<file path="src/rtl/xm23_alu.sv">
// XM23 datapath ALU: arithmetic, BCD, logic, shift and extend ops with PSW flag update.
// Result and PSW are registered, so latency is one clock and throughput is one op per clock.
module xm23_alu (
    input  logic        Clock,
    input  logic        Reset,
    input  logic [15:0] dst,
    input  logic [15:0] src,
    input  logic [5:0]  alu_op,
    input  logic [15:0] psw_in,
    input  logic        psw_update,
    output logic [15:0] alu_out,
    output logic [15:0] psw_out
);

    typedef enum logic [4:0] {
        OP_ADD  = 5'd0,
        OP_ADDC = 5'd1,
        OP_SUB  = 5'd2,
        OP_SUBC = 5'd3,
        OP_DADD = 5'd4,
        OP_CMP  = 5'd5,
        OP_XOR  = 5'd6,
        OP_AND  = 5'd7,
        OP_OR   = 5'd8,
        OP_BIT  = 5'd9,
        OP_BIC  = 5'd10,
        OP_BIS  = 5'd11,
        OP_MOV  = 5'd12,
        OP_SWAP = 5'd13,
        OP_SRA  = 5'd14,
        OP_RRC  = 5'd15,
        OP_SWPB = 5'd16,
        OP_SXT  = 5'd17
    } op_e;

    localparam int PSW_C = 0;
    localparam int PSW_Z = 1;
    localparam int PSW_N = 2;
    localparam int PSW_V = 4;

    // In byte mode the upper byte of the result is always the destination's upper byte.
    function automatic logic [15:0] merge_byte(input logic bm, input logic [15:0] d,
                                               input logic [15:0] w);
        return bm ? {d[15:8], w[7:0]} : w;
    endfunction

    logic [4:0]  op;
    logic        byte_mode;
    logic        c_in;
    logic        sub_op;
    logic [15:0] b_opnd;
    logic        add_cin;
    logic [16:0] sum_w;
    logic [8:0]  sum_b;
    logic [15:0] arith_res;
    logic        arith_c;
    logic        arith_v;
    logic [15:0] bcd_res;
    logic        bcd_c;
    logic [15:0] res;
    logic [15:0] fres;
    logic        new_c;
    logic        new_v;
    logic        upd_c;
    logic        upd_zn;
    logic        upd_v;
    logic        flag_z;
    logic        flag_n;
    logic [15:0] alu_d, alu_q;
    logic [15:0] psw_d, psw_q;

    assign op        = alu_op[4:0];
    assign byte_mode = alu_op[5] && (op != OP_SWPB) && (op != OP_SXT);
    assign c_in      = psw_in[PSW_C];
    assign sub_op    = (op == OP_SUB) || (op == OP_SUBC) || (op == OP_CMP);
    assign b_opnd    = sub_op ? ~src : src;
    assign add_cin   = ((op == OP_ADDC) || (op == OP_SUBC)) ? c_in : sub_op;

    assign sum_w = {1'b0, dst} + {1'b0, b_opnd} + {16'b0, add_cin};
    assign sum_b = {1'b0, dst[7:0]} + {1'b0, b_opnd[7:0]} + {8'b0, add_cin};

    assign arith_res = byte_mode ? {dst[15:8], sum_b[7:0]} : sum_w[15:0];
    assign arith_c   = byte_mode ? sum_b[8] : sum_w[16];
    assign arith_v   = byte_mode
                     ? ((dst[7]  == b_opnd[7])  && (arith_res[7]  != dst[7]))
                     : ((dst[15] == b_opnd[15]) && (arith_res[15] != dst[15]));

    // Decimal add: each nibble above 9 wraps by ten and carries into the next nibble.
    always_comb begin
        logic [4:0] nib_sum;
        // NOTE: blocking assignments are correct here; the carry must ripple through the loop.
        bcd_res = dst;
        bcd_c   = c_in;
        nib_sum = 5'd0;
        for (int i = 0; i < 4; i++) begin
            if (!byte_mode || (i < 2)) begin
                nib_sum = {1'b0, dst[4*i +: 4]} + {1'b0, src[4*i +: 4]} + {4'b0, bcd_c};
                if (nib_sum > 5'd9) begin
                    nib_sum = nib_sum - 5'd10;
                    bcd_c   = 1'b1;
                end else begin
                    bcd_c   = 1'b0;
                end
                bcd_res[4*i +: 4] = nib_sum[3:0];
            end
        end
    end

    always_comb begin
        // NOTE: every output gets a default first so no path can infer a latch.
        res    = dst;
        fres   = dst;
        new_c  = psw_in[PSW_C];
        new_v  = psw_in[PSW_V];
        upd_c  = 1'b0;
        upd_zn = 1'b0;
        upd_v  = 1'b0;
        case (op)
            OP_ADD, OP_ADDC, OP_SUB, OP_SUBC: begin
                res    = arith_res;
                fres   = arith_res;
                new_c  = arith_c;
                new_v  = arith_v;
                upd_c  = 1'b1;
                upd_zn = 1'b1;
                upd_v  = 1'b1;
            end
            OP_CMP: begin
                fres   = arith_res;
                new_c  = arith_c;
                new_v  = arith_v;
                upd_c  = 1'b1;
                upd_zn = 1'b1;
                upd_v  = 1'b1;
            end
            OP_DADD: begin
                res    = bcd_res;
                fres   = bcd_res;
                new_c  = bcd_c;
                upd_c  = 1'b1;
                upd_zn = 1'b1;
            end
            OP_XOR, OP_AND, OP_OR, OP_BIC, OP_BIS: begin
                case (op)
                    OP_XOR:  res = merge_byte(byte_mode, dst, dst ^ src);
                    OP_AND:  res = merge_byte(byte_mode, dst, dst & src);
                    OP_OR:   res = merge_byte(byte_mode, dst, dst | src);
                    OP_BIC:  res = merge_byte(byte_mode, dst, dst & ~src);
                    default: res = merge_byte(byte_mode, dst, dst | src);
                endcase
                fres   = res;
                upd_zn = 1'b1;
            end
            OP_BIT: begin
                fres   = dst & src;
                upd_zn = 1'b1;
            end
            OP_MOV, OP_SWAP: begin
                res = merge_byte(byte_mode, dst, src);
            end
            OP_SRA, OP_RRC: begin
                if (byte_mode) begin
                    res = {dst[15:8], (op == OP_SRA) ? dst[7] : c_in, dst[7:1]};
                end else begin
                    res = {(op == OP_SRA) ? dst[15] : c_in, dst[15:1]};
                end
                fres   = res;
                new_c  = dst[0];
                upd_c  = 1'b1;
                upd_zn = 1'b1;
            end
            OP_SWPB: begin
                res    = {dst[7:0], dst[15:8]};
                fres   = res;
                upd_zn = 1'b1;
            end
            OP_SXT: begin
                res    = {{8{dst[7]}}, dst[7:0]};
                fres   = res;
                upd_zn = 1'b1;
            end
            default: begin
                res = dst;
            end
        endcase
    end

    assign flag_z = byte_mode ? (fres[7:0] == 8'h00) : (fres == 16'h0000);
    assign flag_n = byte_mode ? fres[7] : fres[15];

    always_comb begin
        psw_d = psw_in;
        if (psw_update) begin
            if (upd_c) begin
                psw_d[PSW_C] = new_c;
            end
            if (upd_zn) begin
                psw_d[PSW_Z] = flag_z;
                psw_d[PSW_N] = flag_n;
            end
            if (upd_v) begin
                psw_d[PSW_V] = new_v;
            end
        end
    end

    assign alu_d = res;

    // NOTE: sequential state uses non-blocking assignments; reset is sampled on the clock edge.
    always_ff @(posedge Clock) begin
        if (Reset) begin
            alu_q <= 16'h0000;
            psw_q <= 16'h0000;
        end else begin
            alu_q <= alu_d;
            psw_q <= psw_d;
        end
    end

    assign alu_out = alu_q;
    assign psw_out = psw_q;

endmodule

</file>
<file path="config.mk">
export PLATFORM = sky130hd
export DESIGN_NAME = xm23_alu
export DESIGN_NICKNAME = d
export VERILOG_FILES = /design/src/rtl/xm23_alu.sv
export SDC_FILE = /design/constraint.sdc
export NUM_CORES = 1
export LEC_CHECK = 0
export BUFFER_PORTS_ARGS = -buffer_cell sky130_fd_sc_hd__clkbuf_2
export CAP_MARGIN = 40
export CORE_ASPECT_RATIO = 1.75
export CORE_MARGIN = 8
export CORE_UTILIZATION = 51
export CTS_CLUSTER_SIZE = 12
export DETAILED_ROUTE_END_ITERATION = 8
export GPL_TIMING_DRIVEN = 0
export HOLD_SLACK_MARGIN = 0.15
export PLACE_DENSITY = 0.83
export SLEW_MARGIN = 20
export SYNTH_ARGS = -nofsm -noshare
export SYNTH_HDL_FRONTEND = slang
export SYNTH_SLANG_ARGS = --single-unit
</file>
<file path="constraint.sdc">
create_clock -name Clock -period 11.15 [get_ports Clock]
set_input_delay 0.5575 -clock Clock [delete_from_list [all_inputs] [get_ports Clock]]
set_output_delay 0.5575 -clock Clock [all_outputs]
set_load 0.01 [all_outputs]
</file>
After elaboration in Yosys (flattened, before gate mapping):

Index checks and enable logic that the tools add are counted.

* register bits after elaboration: 32
* input port bits: 57
* output and inout bits: 32

* add/sub/neg operators: 16
* $lt $le $gt $ge: 4
* equal/unequal tests: 23
* muxes and demuxes: 40
* bitwise operators: 5
* reductions and logical operators: 17

Operators by type and width (number)
* 16-bit one-hot mux with 7 select lines: 2
* 16-bit 2-to-1 mux: 8
* 16-bit one-hot mux with 3 select lines: 1
* 5-bit by 4-bit equality test with 1-bit output (second input constant): 8
* 16-bit bitwise AND: 2
* 4-bit 2-to-1 mux: 6
* 4-bit by 4-bit adder with 5-bit output: 4
* 5-bit by 1-bit adder with 5-bit output: 4
* 5-bit by 3-bit equality test with 1-bit output (second input constant): 4
* 5-bit by 4-bit > comparator with 1-bit output (second input constant): 4
* 1-bit 2-to-1 mux: 20
* 16-bit by 16-bit adder with 17-bit output: 1
* 17-bit by 1-bit adder with 17-bit output: 1
* 16-bit logical NOT: 1
* 16-bit inverter: 1
* 16-bit OR: 1
* 16-bit OR reduction: 1
* 4-bit subtractor (second input constant): 4
* 16-bit bitwise XOR: 1
* 5-bit by 2-bit equality test with 1-bit output (second input constant): 2
* 5-bit equality test (second input constant): 2
* 5-bit inequality test (second input constant): 2
* 5-bit OR reduction: 2
* 8-bit by 8-bit adder with 9-bit output: 1
* 14 further kinds: 22

Logic depth before layout (Yosys ltp):

* depth in word-level cells: 20
* mapped depth: 36
* depth with buffers taken out: 36

Worst setup path after synthesis:

Ideal clock, no wire load.

* path kind: input-to-reg
* from: input src[0]
* to: register psw_q[1], in the netlist psw_out[1]
* setup time: 0.103 ns
* arrival: 7.914 ns
* setup slack: 3.132 ns
* cell stages on the path: 35
* buffers on the path: 0
* cell sequence: fa_1 > fa_1 > xnor2_1 > and2_1 > o31ai_1 > inv_1 > fa_1 > inv_1 > fa_1 > nor2_1 > inv_1 > a21boi_0 > fa_1 > inv_1 > fa_1 > xor2_1 > inv_1 > ha_1 > a21oi_1 > nand2_1 > nand2_1 > o21ai_0 > fa_1 > inv_1 > fa_1 > xor2_1 > inv_1 > ha_1 > a21o_1 > o211ai_1 > o31ai_1 > a2111oi_0 > and3_1 > nand4_1 > a2111oi_2

* cells in the longest elaborated chain, start to end: 20
* elaborated cells between the ends (all ways): 45
* classes of those cells: add/sub (13); order compare (4); mux (21); bitwise (5); reduce/logical (2)

Ends and longest elaborated chain
* start: declaration: RTL line 7 `input logic [15:0] src,`
* 4-bit by 4-bit adder with 5-bit output: RTL line 97 `nib_sum = {1'b0, dst[4*i +: 4]} + {1'b0, src[4*i +: 4]} + {4'b0, bcd_c};`
* 5-bit by 1-bit adder with 5-bit output: RTL line 97
* 5-bit by 4-bit > comparator with 1-bit output: RTL line 98 `if (nib_sum > 5'd9) begin`
* 1-bit 2-to-1 mux: RTL line 98
* 5-bit by 1-bit adder with 5-bit output: RTL line 97
* 5-bit by 4-bit > comparator with 1-bit output: RTL line 98
* 1-bit 2-to-1 mux: RTL line 98
* 5-bit by 1-bit adder with 5-bit output: RTL line 97
* [... 4 more ...]
* 4-bit subtractor or 5-bit by 4-bit > comparator with 1-bit output (tied branches): RTL line 99, 98
* 4-bit 2-to-1 mux: RTL line 98
* 4-bit 2-to-1 mux: RTL line 96 `if (!byte_mode || (i < 2)) begin`
* 16-bit one-hot mux with 7 select lines (*): RTL line 118 `case (op)`
* 16-bit logical NOT: RTL line 188 `assign flag_z = byte_mode ? (fres[7:0] == 8'h00) : (fres == 16'h0000);`
* 1-bit 2-to-1 mux (*): RTL line 188
* 2-bit 2-to-1 mux (*): RTL line 197 `if (upd_zn) begin`
* 3-bit 2-to-1 mux (*): RTL line 193 `if (psw_update) begin`
* end signal: assignment: RTL line 216 `psw_q <= psw_d;`
* end: declaration: RTL line 70 `logic [15:0] psw_d, psw_q;`

Mark *: on every way between the ends. The rest lies on a longest branch, timed or not.
A chain may end at the register's enable or synchronous reset.

Worst setup path in the final report:

* from: input dst[0]
* to: register psw_q[1], in the netlist psw_out[1]

* cells in the longest elaborated chain, start to end: 20
* elaborated cells between the ends (all ways): 43
* classes of those cells: add/sub (13); order compare (4); mux (20); bitwise (4); reduce/logical (2)

Ends and longest elaborated chain
* start: declaration: RTL line 6 `input logic [15:0] dst,`
* 4-bit by 4-bit adder with 5-bit output: RTL line 97
* 5-bit by 1-bit adder with 5-bit output: RTL line 97
* 5-bit by 4-bit > comparator with 1-bit output: RTL line 98
* 1-bit 2-to-1 mux: RTL line 98
* 5-bit by 1-bit adder with 5-bit output: RTL line 97
* 5-bit by 4-bit > comparator with 1-bit output: RTL line 98
* 1-bit 2-to-1 mux: RTL line 98
* 5-bit by 1-bit adder with 5-bit output: RTL line 97
* [... 4 more ...]
* 4-bit subtractor or 5-bit by 4-bit > comparator with 1-bit output (tied branches): RTL line 99, 98
* 4-bit 2-to-1 mux: RTL line 98
* 4-bit 2-to-1 mux: RTL line 96
* 16-bit one-hot mux with 7 select lines (*): RTL line 118
* 16-bit logical NOT: RTL line 188
* 1-bit 2-to-1 mux (*): RTL line 188
* 2-bit 2-to-1 mux (*): RTL line 197
* 3-bit 2-to-1 mux (*): RTL line 193

Marks and branches as above.

==> out/metrics.cfg <==
[outcome]
outcome = completed

[sta]
fin_crit_sh_pct = 87.5
rsz0062_at_grt = false
worstMarginPinSlew_ns = 1.02
setup_tns_ns = 0
period_needed_ns = 9.76
setup_ws_ns = 1.39
setup_violations = 0
max_freq_ghz = 0.102
hold_viol_final = 0
relSlewSlack_pct = 30.3
slew_violations = 0

[clock_network]
cts_tree = done
clkSinkCount = 32
path_clk_slew_ns = 0.06
htreeDepth = 2
cts_setup_buffers = 0
clockRootBuffer = clkbuf_16
cts.hold.buffers_added = 0
ctsResizeCount = 0
cts_buffers = 5
cts_buffer_depth = 2

[cells_and_area]
antenna_cells = 0
drive_gt1_share_pct = 15.7
syn2layout_area_growth_pct = 15.3
finalNetCount = 921

[setup_path]
cp.arrival_ns = 9.95
crit_path_start = dst[0]
cp_slowest_cell = a2111oi_0
critPathRequiredTime_ns = 11.34
cp_max_fo = 9
endpoint_kind = flop
critical_path_class = in -> reg
crit_path_start_kind = primary input
crit_path_frequent_cell = fa_1
max_stage_delay_ns = 0.92

[power]
power_density_nw_per_um2 = 102
peakVddDrop_v = 0.0000794
leakage_nw = 2.71

[place]
gp_congestion = 1.08
dp_slack_ns = 1.39
hpwlAfterDp_um = 18700
port_buffers = 88

[detailed_routing]
drt_iter0_markers = 649
routed_via_density = 6.80
ant_nets = 0
wire_per_inst_um = 25.9
drc = 0
vias = 6221
firstDrtPassIters = 7
routed_wl_um = 23700

[grt]
overflow = 0
grt_use_total_pct = 33.8
antenna_found_initial = 0
grt_max_degree = 12
grt_pass1_vias = 6206
grt_pass1_wl_um = 35400

[logic_synthesis]
yosys_most_used_dff = dfxtp_1
synth_area_um2 = 5220
ys_types = 76
syn_nets = 823
ys_ff_latch = 32
yosysSeqAreaShare_pct = 12.3
yosys_warnings = 0
synth_top_cell_by_area = ha_1
synth_top_area_share_pct = 16.1
synth_edf_count = 0
async_reset_ff_share_pct = 0
synth_cells = 689
yosys-top-cells-area = ha_1 16%, dfxtp_1 12%, a21oi_1 4.9%
syn_avg_cell_area_um2 = 7.57

[floorplan]
ioPinCount = 89
die_w_um = 92.5
fp.coreArea_um2 = 10100
std_cell_rows = 49
initial_core_util_pct = 51.6
die_area_um2 = 13800
die-height_um = 150

[worst_hold_path]
min_to = psw_out[6]
min-delay-start = psw_in[6]
holdCritPathClass = in -> reg
hold_depth = 2

[run]
drv_cap = 0

[synth_stat cells, types with 4 or more instances]
cell type	number
o21a_1	7
nand3b_1	4
nand3_1	6
a31oi_1	10
ha_1	67
xor2_1	8
buf_2	4
a22o_1	5
o21ai_0	39
a211oi_1	19
a222oi_1	8
a22oi_1	12
dfxtp_1	32
buf_1	4
a221oi_1	11
fa_1	10
o31ai_1	9
o22ai_1	5
nor2b_1	19
o21bai_1	5
clkbuf_1	24
a2111oi_0	4
mux2i_1	10
and2_1	5
a21o_1	12
nand4_1	4
nor2_1	43
nor3_1	17
nand2_1	57
xnor2_1	29
o211ai_1	11
inv_1	50
nor4_1	5
nand2b_1	7
and3_1	6
a21boi_0	6
a21oi_1	51
[critical path: cells and delay by family]
| family | cells | cell delay [ns] |
|---|---|---|
| and+or+nand+nor | 6 | 1.08 |
| xor gates and xnor gates | 3 | 0.71 |
| adders and majority gates | 10 | 3.56 |
| buffers and inverters | 9 | 1.13 |
| AOI/OAI and AO/OA | 9 | 2.90 |
[report_power, final]
part / internal [mW] / switching, mW / leakage (nW) / total [mW]
sequential: 0.124 / 0.00268 / 0.266 / 0.126
combinational: 0.122 / 0.204 / 2.37 / 0.326
clock: 0.105 / 0.0586 / 0.0798 / 0.164
total: 0.351 / 0.265 / 2.71 / 0.616
[layout by cell type, fill, tap and decap left out, types with 6 or more instances in the layout]
cell,n
nand2_1,57
xnor2_1,29
o21ai_0,39
mux2i_1,10
ha_1,67
clkbuf_1,24
a221oi_1,11
a21boi_0,6
buf_2,6
o21a_1,7
fa_1,10
a31oi_1,10
a22oi_1,12
dfxtp_1,32
nor2_1,43
a211oi_1,19
nor2b_1,19
and3_1,6
clkbuf_2,88
inv_1,50
a21o_1,12
nor3_1,16
o31ai_1,9
xor2_1,8
nand2b_1,7
a21oi_1,51
o211ai_1,11
nand3_1,6
a222oi_1,8
[final cells by class]
type / instances / area (um^2)
inverters: 50 / 188
flip-flops and latches: 32 / 641
clock inverters: 3 / 42.5
fillers: 992 / 4100
repair buffers: 91 / 458
plain buffers: 35 / 155
multi-input cells: 572 / 4240
clock buffers: 5 / 125
well taps: 127 / 159
[stage by stage]
stage	total power, mW	std cells	util (%)	hold WS [ns]	cell area [um^2]
after floorplan	0.339	689	-	0.626	5220
after global placement	0.438	904	57.5	0.764	5820
after detailed placement	0.442	905	57.7	0.774	5830
after CTS	0.603	913	59.3	0.487	6000
after global routing	0.644	915	59.4	0.508	6010
final	0.616	915	59.4	0.478	6010
[metal layers]
| layer | GRT usage, % | part of all wire (%) | vias to the layer above |
|---|---|---|---|
| met5 | 0 | 0 | - |
| met3 | 5.22 | 8.3 | 143 |
| met4 | 29.1 | 10 | 0 |
| li1 | - | - | 2760 |
| met1 | 33.7 | 32 | 2889 |
| met2 | 59.8 | 49 | 429 |
[logic make-up (layout without fill, tap and decap cells)]
logic type / after synthesis / count (layout) / share of synthesized area, %
XOR/XNOR: 37 / 37 / 6.21
AO/OA/AOI/OAI: 252 / 252 / 34.0
buffers and inverters: 85 / 184 / 6.57
adder cells (fa/ha/maj): 77 / 77 / 19.9
flip-flops: 32 / 32 / 12.3
multiplexers: 13 / 13 / 2.57
AND/OR/NAND/NOR: 193 / 193 / 18.4
[flip-flops by register name, indices dropped and copies added, names as in the netlist]
name,count
psw_out,16
alu_out,16
[worst max-delay path by stage]
stage | end | slack, ns | cells past startpoint
after floorplan | psw_out[1] | 3.13 | 35
after global placement | psw_out[1] | 1.08 | 36
after global routing | psw_out[1] | 0.97 | 37
final | psw_out[1] | 1.39 | 37
after CTS | psw_out[1] | 1.64 | 37
after detailed placement | psw_out[1] | 1.39 | 37
No activity file was read; power rests on OpenSTA's default activity.
